==> src/rtl/bitonic_pkg.sv <==
// rtl/bitonic_pkg.sv - shared FSM encoding and clog2 helper for the sorted-vector datapath
package bitonic_pkg;

   typedef enum logic {
      IDLE  = 1'b0,
      DRAIN = 1'b1
   } state_t;

   function automatic int clog2(input int value);
      int result;
      result = 0;
      while ((1 << result) < value) begin
         result = result + 1;
      end
      return result;
   endfunction

endpackage

==> src/rtl/sorted_vector_serializer.sv <==
// rtl/sorted_vector_serializer.sv - drains one sorted N-wide vector as a tagged element stream
module sorted_vector_serializer
   import bitonic_pkg::*;
#(
   parameter int N           = 16,
   parameter int log_N       = 4,
   parameter int INPUT_WIDTH = 4,
   parameter int ORDER       = 0
) (
   input  logic                           clk,
   input  logic                           reset_n,
   input  logic                           in_valid,
   output logic                           in_ready,
   input  logic [0:INPUT_WIDTH*N-1]       in,
   output logic                           out_valid,
   input  logic                           out_ready,
   output logic [INPUT_WIDTH-1:0]         out,
   output logic [log_N-1:0]               out_idx,
   output logic                           out_last
);

   localparam logic [log_N-1:0] LAST_CNT = log_N'(N - 1);

   // Catch an inconsistent N / log_N pairing at elaboration time.
   if ((2 ** log_N) != N || clog2(N) != log_N) begin : g_bad_params
      $error("sorted_vector_serializer: N must equal 2**log_N");
   end

   state_t                      state_q, state_d;
   logic [log_N-1:0]            cnt_q, cnt_d;
   logic [0:INPUT_WIDTH*N-1]    buf_q, buf_d;
   logic                        out_acc;
   logic                        in_acc;

   // State, position counter and holding register.
   always_ff @(posedge clk or negedge reset_n) begin
      if (!reset_n) begin
         state_q <= IDLE;
         cnt_q   <= '0;
         buf_q   <= '0;
      end else begin
         state_q <= state_d;
         cnt_q   <= cnt_d;
         buf_q   <= buf_d;
      end
   end

   // Output tagging, handshakes and next-state; in_ready reopens on the last
   // element's accept so the next vector follows without a bubble.
   always_comb begin
      state_d   = state_q;
      cnt_d     = cnt_q;
      buf_d     = buf_q;
      out_valid = (state_q == DRAIN);
      out_last  = out_valid && (cnt_q == LAST_CNT);
      out_idx   = (ORDER != 0) ? (LAST_CNT - cnt_q) : cnt_q;
      out_acc   = out_valid && out_ready;
      in_ready  = (state_q == IDLE) || (out_acc && out_last);
      in_acc    = in_valid && in_ready;

      case (state_q)
         IDLE: begin
            if (in_acc) begin
               buf_d   = in;
               cnt_d   = '0;
               state_d = DRAIN;
            end
         end
         DRAIN: begin
            if (out_acc) begin
               if (!out_last) begin
                  cnt_d = cnt_q + log_N'(1);
               end else if (in_valid) begin
                  buf_d = in;
                  cnt_d = '0;
               end else begin
                  state_d = IDLE;
               end
            end
         end
         default: state_d = IDLE;
      endcase
   end

   // Element select: N:1 mux over the held vector, indexed by the emitted position.
   always_comb begin
      out = buf_q[int'(out_idx) * INPUT_WIDTH +: INPUT_WIDTH];
   end

endmodule

==> config.mk <==
export PLATFORM = sky130hd
export DESIGN_NAME = sorted_vector_serializer
export DESIGN_NICKNAME = d
export VERILOG_FILES = /design/src/rtl/bitonic_pkg.sv /design/src/rtl/sorted_vector_serializer.sv
export SDC_FILE = /design/constraint.sdc
export NUM_CORES = 1
export LEC_CHECK = 0
export ABC_CLOCK_PERIOD_IN_PS = 4600
export CAP_MARGIN = 25
export CORE_UTILIZATION = 53
export CTS_BUF_LIST = sky130_fd_sc_hd__clkbuf_16
export DETAILED_ROUTE_END_ITERATION = 8
export PLACE_DENSITY_LB_ADDON = 0.3
export SETUP_SLACK_MARGIN = 0.15
export SLEW_MARGIN = 20
export SYNTH_ARGS = -nofsm -noshare
export SYNTH_HDL_FRONTEND = slang
export SYNTH_SLANG_ARGS = --single-unit
export TNS_END_PERCENT = 20
==> constraint.sdc <==
create_clock -name clk -period 4.6 [get_ports clk]
set_clock_uncertainty 0.15 [all_clocks]
set_input_delay 1.15 -clock clk [delete_from_list [all_inputs] [get_ports clk]]
set_output_delay 1.15 -clock clk [all_outputs]
set_load 0.01 [all_outputs]
==> results.md, run 1 <==
- Worst skew pair latency: about 0.32 ns
- Area growth syn-to-layout: 33.3%
- Hold crit path type: flop to flop
- Clock slew at reported path FFs: 0.05 ns
- Syn_area_per_cell: 14.6 um2
- Post-synthesis cell type count: 28
- Fmax: 252 MHz
- Share of power burned in registers: 40.8%
- Total die area: 6390 um2
- Seq/Total Area, Yosys: 53.7%
- Max-Cap Viols: 0
- Worst vdd ir: 0.350 mV
- Vias in the first global route: 2257
- Post-CTS setup buffers: 0
- Final wirelength: 6690 um
- Internal: ~1900 uW
- M2 GR Usage: between 40% and 50%
- Die X: 79.9 um
- Min-delay src: buf_q[44]
- Power share of the clock group: 21.6%
- Ys flop type: dfrtp_1
- Die height: 79.9 um
- Gates resized, CTS repair: 0
- DRC Markers: 0
- R2R Path End: buf_q[34]
- Final #Nets: 367
- Io pins: 79
- Initial antenna violation count: 0
- Global-route usage over all layers: 24.0%
- Overflow after GRT: 0
- Fraction of registers with async set/reset: between 90% and 100%
- Area contributors post-synth: dfrtp_1 (54%), mux2_2 (19%), mux4_2 (5.6%)
- Largest net degree at the start of global routing: 48
- Site Rows: 28
- Path depth of the worst reg2reg path: 6
- Vias per inst: 5.58
- Max-Slew Margin vs Limit: 47.4%
- Sw Ratio: 30.6%
- Syn_nets: 289
- Area share of the largest cell type after synthesis: 53.7%
- GRT met3 Usage: 8.46%
- Cells after Synth: 220
- Area of the mapped netlist: 3220 um2
- Power Density: around 620 nW/um2
- GR Util met1: 28.6%
- Worst Hold Depth: 1
- Diode count: 0
- Yosys reg bits: 69
- DP Area: 4040 um2
- Final instance area: between 4000 and 5000 um2
- Share of post-route cells with drive strength above 1: 26.2%
- Leak: 0.00185 uW
- Actual slew at the worst max-slew pin: around 0.79 ns
- Fin util: 72.9%
- Combinational Power Share: 37.6%
- Pins Over Slew Limit: 0
- EDFF count, synth: 0
- CTS root buffer: clkbuf_16
- P_sw: 818 uW
- RSZ-0062 raised after global routing: false
- Most numerous cell in the Yosys netlist: dfrtp_1
- Crit Reg-Reg Startpoint: out_idx[0]
- Setup TNS: 0 ns
- Yosys top cell by area: dfrtp_1
- Core Footprint: ~5900 um2
- DR WL/cell: 17.7 um
- Critical Path RT: roughly 3.3 ns
- Vias: 2104
- Hpwl dp: 4840 um
- Cells after DPL: 362
- Synth top cells by count: dfrtp_1 (69), mux2_2 (55), mux2i_1 (17)
- Post-CTS Hold Fix Bufs: 0
- Worst Setup SP: out_ready
- Arrival @ worst endpoint: 2.67 ns
- Starting Density: 54.7%
- First-pass GRT wire length: 11000 um
- Final setup fails: 0
- Fin cells: ~380
- Reg-to-reg setup timing slack: 1.71 ns
- Worst setup SP type: input pin
- Hold endpoint: buf_q[44]
- Yosys Warn Count: 0
- Final Hold Vio Count: 0
- GRT Max-Usage Layer: met2
- Clk buf depth: 2
- Worst setup EP type: primary output
- Crit Path Category: input pin to primary output
- Outcome: finished clean
- Gpl congestion: approximately 0.74
- Detail Route Antenna Nets: 0
- Crit path max fanout: 8
- Total clock sinks: slightly below 70
- Period minus WS final: just under 4 ns
- CTS tree: built
- Final worst-path cycle share: around 86%
- Inserted Clock Buffers: 9
- Number of DRC markers in iteration 0: 161
- Port-buffer cells: roughly 80
- H-tree levels: 3
- First-pass DRT Iterations: 6
==> worst max-delay path: stages <==
cell and delay, ns:
clkdlybuf4s50_1 0.61, nand4_1 0.22, nand2_1 0.15, clkdlybuf4s50_1 0.55
==> state kept, by name, summed over array words and instances, names as in the netlist <==
name	count
out_idx	4
buf_q	64
out_valid	1
==> how the worst max path moves through the flow <==
stage / end / slack [ns]
detailed placement: in_ready / 0.63
finish: in_ready / 0.63
global placement: in_ready / 0.68
global route: in_ready / 0.52
floorplan: out[2] / 1.80
CTS: in_ready / 0.64
==> layout make-up <==
type / instances / area, um2
multi-input cells: 132 / 1360
clock inverters: 6 / 23.8
fillers: 426 / 1600
repair buffers: 82 / 846
clock buffers: 9 / 225
flip-flops and latches: 69 / 1730
well taps: 75 / 93.8
inverters: 4 / 15.0
==> metal layers <==
metal  up-vias  routed length (um)
li1        973                   -
met1      1066                2810
met2        58                3450
met3         7                 348
met4         0                  75
met5         -                   0
==> cells by family after synthesis <==
group	count (synthesis)	share of synthesized area, %
multiplexers	89	33.3
buffers and inverters	19	4.32
adder cells (fa/ha/maj)	1	0.389
XOR/XNOR	1	0.272
AO/OA/AOI/OAI	24	5.64
AND/OR/NAND/NOR	17	2.45
flip-flops	69	53.7
==> cell usage in the layout, fill, tap and decap left out, drive strengths merged <==
master         count
clkdlybuf4s50     77
dfrtp             69
mux2              64
mux2i             17
nand2              9
clkbuf             9
a221oi             8
mux4               8
inv                6
o21ai              5
buf                5
a22oi              4
clkinv             4
nand3              2
a22o               2
and3               2
a21oi              2
nor2b              1
and2               1
nor2               1
nand4              1
xnor2              1
a32o               1
o211ai             1
o31ai              1
ha                 1
==> power groups by stage <==
stage / Sequential (uW) / Clock, uW / Combinational [uW]
2_1_floorplan: 1020 / 0 / 708
3_3_place_gp: 1080 / 0 / 980
3_5_place_dp: 1100 / 0 / 1010
4_1_cts: 1100 / 588 / 1020
5_1_grt: 1140 / 622 / 1100
6_report: 1090 / 577 / 1010
==> stage by stage <==
stage | total power (uW) | worst slack (ns) | hold WS (ns)
2_1_floorplan | 1720 | 1.80 | 0.302
4_1_cts | 2700 | 0.637 | 0.332
6_report | 2680 | 0.626 | 0.329
3_3_place_gp | 2060 | 0.683 | 0.315
5_1_grt | 2860 | 0.525 | 0.356
3_5_place_dp | 2110 | 0.632 | 0.321
Power figures use the tool's default switching activity.
==> inputs of run 2 (changes only) <==
--- a/config.mk
+++ b/config.mk
@@ -5,9 +5,10 @@
 export SDC_FILE = /design/constraint.sdc
 export NUM_CORES = 1
 export LEC_CHECK = 0
+export ABC_AREA = 1
 export ABC_CLOCK_PERIOD_IN_PS = 4600
 export CAP_MARGIN = 25
-export CORE_UTILIZATION = 53
+export CORE_UTILIZATION = 55
 export CTS_BUF_LIST = sky130_fd_sc_hd__clkbuf_16
 export DETAILED_ROUTE_END_ITERATION = 8
 export PLACE_DENSITY_LB_ADDON = 0.3
==> results.md, run 2 <==
- Reg-to-reg setup timing slack: roughly 2.1 ns
- Gates resized, CTS repair: 0
- Area of the mapped netlist: 3830 um2
- Area growth syn-to-layout: 25.1%
- Tot Pwr: between 2000 and 2500 uW
- Buf+Inv Stages, Crit Path: 2
- Hold crit path type: flop to flop
- Min-delay src: buf_q[57]
- Global-route usage over all layers: 24.4%
- Most numerous cell in the Yosys netlist: nand2_1
- First-pass DRT Iterations: 5
- Worst skew pair latency: 0.33 ns
- # fillers: 561
- Fmax: ~260 MHz
- DR WL/cell: between 10 and 15 um
- Final #Nets: 631
- Max-Cap Viols: 0
- Crit-path cells: inv_2 > nand2_1 > nand3_1 > nand3_1 > nand2_1 > nand2_1 > clkdlybuf4s50_1
- Worst vdd ir: approximately 0.28 mV
- Yosys top cell by area: dfrtp_1
- RSZ-0062 raised after global routing: false
- Total die area: 7290 um2
- Largest register FFs: 64
- Crit Reg-Reg Startpoint: out_idx[0]
- Post-CTS setup buffers: 0
- Clock slew at reported path FFs: 0.05 ns
- Routed wl met3: 439 um
- Worst Hold Depth: 2
- EDFF count, synth: 0
- Detail Route Antenna Nets: 0
- Post-synthesis compound-gate area fraction: 15.2%
- Mux cell area share after synthesis: 0%
- Initial antenna violation count: 0
- Diode count: 0
- Max-Slew Margin vs Limit: ~45%
- Hold endpoint: buf_q[57]
- Cells after Synth: 493
- Vias in the first global route: 3168
- Period minus WS final: 3.79 ns
- WHS: 0.327 ns
- Cell repeated most along the worst path: nand2_1
- Die X: 85.4 um
- Yosys reg bits: between 60 and 70
- Vias: 3169
- Final wirelength: approximately 8100 um
- Actual slew at the worst max-slew pin: 0.822 ns
- Outcome: finished clean
- H-tree levels: 3
- Crit path max fanout: 26
- Fin util: 70.9%
- Met2 WL: between 4000 and 5000 um
- Number of DRC markers in iteration 0: 150
- Die height: 85.4 um
- Syn_nets: between 500 and 600
- Most common cell after layout, fill and taps aside: nand2_1
- Power Density: 509 nW/um2
- Top reg by flops: buf_q
- Wl on met1: 3390 um
- Arrival @ worst endpoint: roughly 2.5 ns
- Hpwl dp: about 5600 um
- Final worst-path cycle share: 82.3%
- Fraction of registers with async set/reset: between 90% and 100%
- Core Footprint: 6760 um2
- CP delay by family, top: buffers and inverters
- Ys flop type: dfrtp_1
- Overflow after GRT: 0
- Largest family of logic cells by synthesized area: simple AND/OR/NAND/NOR gates
- Port-buffer cells: 78
- Starting Density: 56.6%
- Most frequent cells in the layout: nand2_1 (175), inv_1 (95), clkdlybuf4s50_1 (77)
- Critical Path RT: 3.30 ns
- Total clock sinks: 69
- Critical Path Max Stage Delay: 0.70 ns
- Area contributors post-synth: dfrtp_1 (45%), nand2_1 (17%), o21ai_2 (15%)
- R2R Path End: buf_q[13]
- Vias per inst: 4.91
- Yosys Warn Count: 0
- CTS tree: built
- Area share of the largest cell type after synthesis: 45.1%
- Post-CTS Hold Fix Bufs: 0
- DRC Markers: 0
- Syn_area_per_cell: about 7.8 um2
- Crit Path Category: flop to primary output
- Post-Synth XOR/XNOR Area: 0%
- Synth top cells by count: nand2_1 (175), inv_1 (94), dfrtp_1 (69)
- Inserted Clock Buffers: 9
- Setup TNS: 0 ns
- Worst setup EP type: primary output
- First-pass GRT wire length: 13900 um
- Slowest-stage cell, CP: dfrtp_1
- Share of post-route cells with drive strength above 1: 15.4%
- DP Area: 4540 um2
- CTS root buffer: clkbuf_16
- Site Rows: 30
- Largest net degree at the start of global routing: 98
- Pins Over Slew Limit: 0
- Seq/Total Area, Yosys: 45.1%
- Adder-cell share of the synthesized area: 0.327%
- Final Hold Vio Count: 0
- Clk buf depth: 2
- Path depth of the worst reg2reg path: 7
- Io pins: between 70 and 80
- Synth Area in Simple Gates: between 20% and 30%
- Gpl congestion: 0.790
- Leak: 0.00249 uW
- Final instance area: 4790 um2
- Worst setup SP type: flop
- Uppermost layer routed: met4
- Post-synthesis cell type count: 19
- Final setup fails: 0
## run 2: cell count changes in the layout (fill, tap and decap cells not counted), moves of 3 or more
cell / previous run / this run
a221oi_1: 8 / 0
a22oi_1: 4 / 0
inv_1: 6 / 95
mux2_1: 9 / 0
mux2_2: 55 / 0
mux2i_1: 17 / 0
mux4_2: 8 / 0
nand2_1: 9 / 175
nand3_1: 2 / 28
nor2_1: 1 / 26
o21ai_0: 5 / 2
o21ai_2: 0 / 64
## run 2: worst min-delay path, stage by stage (launching register included)
cell and delay, ns:
dfrtp_1 0.34, nand2_1 0.06, o21ai_2 0.05
## run 2: stage by stage
step,std cells,setup slack (ns)
CTS,645,0.828
finish,645,0.813
global placement,631,0.941
detailed placement,631,0.926
floorplan,493,1.92
global route,645,0.645
## run 2: kinds of logic after synthesis
logic type / after synthesis
compound gates: 68
fa+ha+maj: 1
buf+inv: 120
flops: 69
simple gates: 235
## run 2: where the power goes
part	leakage (uW)	switching (uW)	internal, uW
logic	0.00145	495	407
registers	0.000915	150	798
clock network	0.000127	239	350
## run 2: worst max-delay path by stage
stage | cells past startpoint | to | slack (ns) | startpoint
6_report | 7 | out[1] | 0.81 | out_idx[0]
5_1_grt | 8 | out[3] | 0.64 | out_idx[0]
4_1_cts | 8 | out[1] | 0.83 | out_idx[0]
3_5_place_dp | 4 | in_ready | 0.93 | out_ready
3_3_place_gp | 4 | in_ready | 0.94 | out_ready
2_1_floorplan | 2 | in_ready | 1.92 | out_ready
## run 2: layout make-up
class / instances / area, um2 / share of cell area (%)
Clock buffer: 9 / 225 / 4.70
Timing Repair Buffer: 81 / 811 / 16.9
Inverter: 97 / 364 / 7.60
Sequential cell: 69 / 1730 / 36.1
Clock inverter: 5 / 21.3 / 0.444
Tap cell: 80 / 100 / 2.09
Multi-Input combinational cell: 304 / 1540 / 32.2
## run 2: metal layers
layer  vias up  track usage [%]
li1       1611                -
met2        87             42.8
met3         7             3.79
met1      1464             30.5
met5         -                0
met4         0             9.09
==> inputs of run 3 (changes only) <==
--- a/config.mk
+++ b/config.mk
@@ -6,9 +6,9 @@
 export NUM_CORES = 1
 export LEC_CHECK = 0
 export ABC_AREA = 1
-export ABC_CLOCK_PERIOD_IN_PS = 4600
+export ABC_CLOCK_PERIOD_IN_PS = 3600
 export CAP_MARGIN = 25
-export CORE_UTILIZATION = 55
+export CORE_UTILIZATION = 52
 export CTS_BUF_LIST = sky130_fd_sc_hd__clkbuf_16
 export DETAILED_ROUTE_END_ITERATION = 8
 export PLACE_DENSITY_LB_ADDON = 0.3
==> constraint.sdc (replaced) <==
create_clock -name clk -period 3.6 [get_ports clk]
set_clock_uncertainty 0.15 [all_clocks]
set_input_delay 0.9 -clock clk [delete_from_list [all_inputs] [get_ports clk]]
set_output_delay 0.9 -clock clk [all_outputs]
set_load 0.01 [all_outputs]
==> results.md, run 3 (synthesis gave the netlist of run 2 again) <==
- Outcome: finished clean
- Overflow after GRT: 0
- Fmax: around 300 MHz
- Vias in the first global route: 3139
- Area growth syn-to-layout: 28.2%
- Detail Route Antenna Nets: 0
- Most common cell after layout, fill and taps aside: nand2_1
- Area occupied by multi-input gates: 1540 um2
- Hpwl dp: 5900 um
- H-tree levels: 3
- Die X: 87.8 um
- Worst Setup SP: out_idx[0]
- Worst vdd ir: 0.321 mV
- Leak: 0.00253 uW
- Reg-to-reg setup timing slack: 1.66 ns
- Post-CTS setup buffers: 0
- Largest register FFs: 64
- Clk buf depth: 2
- FF/Latch Area: 1730 um2
- Worst Hold Depth: 2
- Die height: 87.8 um
- Largest net degree at the start of global routing: 60
- Crit path max fanout: 34
- CTS root buffer: clkbuf_16
- Clock slew at reported path FFs: roughly 0.050 ns
- Max-Slew Margin vs Limit: approximately 58%
- First-pass DRT Iterations: 4
- Critical Path RT: 2.55 ns
- Vias: 3189
- Pins Over Slew Limit: 0
- DR WL/cell: around 13 um
- Port-buffer cells: roughly 80
- Min-delay src: buf_q[56]
- Diode count: 0
- Arrival @ worst endpoint: 2.20 ns
- Actual slew at the worst max-slew pin: 0.627 ns
- Crit Path Category: flop to primary output
- Total die area: between 7000 and 8000 um2
- First-pass GRT wire length: approximately 14000 um
- Crit Reg-Reg Startpoint: out_idx[1]
- Number of DRC markers in iteration 0: about 200
- CTS tree: built
- Io pins: 79
- Path depth of the worst reg2reg path: 7
- Gpl congestion: 0.807
- Worst skew pair latency: about 0.33 ns
- Post-CTS Hold Fix Bufs: 0
- # fillers: roughly 560
- Final setup fails: 0
- Core Footprint: between 6000 and 7000 um2
- Most frequent cells in the layout: nand2_1 (175), inv_1 (95), clkdlybuf4s50_1 (77)
- Initial antenna violation count: 0
- Max-Cap Viols: 0
- Setup TNS: 0 ns
- Final worst-path cycle share: 90.4%
- R2R Path End: buf_q[20]
- Worst setup SP type: flop
- Final #Nets: around 630
- Global-route usage over all layers: 24.0%
- Final instance area: 4900 um2
- Inserted Clock Buffers: 9
- DP Area: between 4000 and 5000 um2
- Hold crit path type: flop to flop
- RSZ-0062 raised after global routing: false
- Site Rows: 30
- Vias per inst: 4.80
- Top reg by flops: buf_q
- Hold endpoint: buf_q[56]
- Total clock sinks: 69
- Starting Density: 55.1%
- Share of post-route cells with drive strength above 1: between 10% and 20%
- Final wirelength: 8360 um
- Period minus WS final: 3.25 ns
- DRC Markers: 0
- Power Density: 673 nW/um2
- Final Hold Vio Count: 0
- Worst setup EP type: primary output
[run 3: cell count changes in the layout (fill, tap and decap cells not counted)]
cell / previous run / this run
buf_12: 1 / 2
buf_6: 0 / 1
bufinv_16: 0 / 2
dfrtp_1: 69 / 67
dfrtp_2: 0 / 2
inv_2: 2 / 1
inv_4: 0 / 1
[run 3: area by class of cell]
cell class,instances,share of cell area (%)
timing repair buffer,83,17.2
inverter,97,7.47
multi-input combinational,304,31.4
clock inverter,7,1.66
tap,96,2.45
sequential,69,35.3
clock buffer,9,4.59
[run 3: worst max-delay path by stage]
stage / end / slack [ns]
final: out[2] / 0.35
after global routing: out[2] / 0.19
after CTS: out[2] / 0.15
after detailed placement: in_ready / 0.36
after global placement: in_ready / 0.38
after floorplan: out[0] / 1.33
[run 3: routing by layer]
metal  global-route usage (%)  wire (um)
met1                     30.0       3590
met2                     40.3       4170
met3                     3.68        393
met4                     12.5        204
met5                        0          0
[run 3: report_power, final]
group	total (uW)	switching (uW)	internal [uW]
sequential	1220	194	1020
combinational	1170	647	526
clock	913	318	596
total	3300	1160	2140
[run 3: metrics by stage]
| step | util (%) | worst slack [ns] | instances | total power (uW) | hold WS [ns] |
|---|---|---|---|---|---|
| 2_1_floorplan | - | 1.33 | 493 | 1960 | 0.305 |
| 3_3_place_gp | 66.1 | 0.377 | 649 | 2330 | 0.313 |
| 3_5_place_dp | 66.1 | 0.359 | 649 | 2380 | 0.318 |
| 4_1_cts | 70.5 | 0.151 | 665 | 3310 | 0.332 |
| 5_1_grt | 70.6 | 0.186 | 665 | 3520 | 0.352 |
| 6_report | 70.6 | 0.346 | 665 | 3300 | 0.331 |
[run 3: timing repair]
| action | CTS | global route |
|---|---|---|
| endpoints found under the hold margin | 0 | 0 |
| endpoints found under the setup margin | 0 | 5 |
| resized for setup | 0 | 5 |
[run 3: worst max-delay path, cell delays in order (launching register included)]
cell and delay [ns]:
dfrtp_2 0.52, buf_6 0.29, nand2_1 0.08, nand3_1 0.09, nand2_1 0.05, nor2_1 0.11, nand2_1 0.09, nand2_1 0.08
clkdlybuf4s50_1 0.55
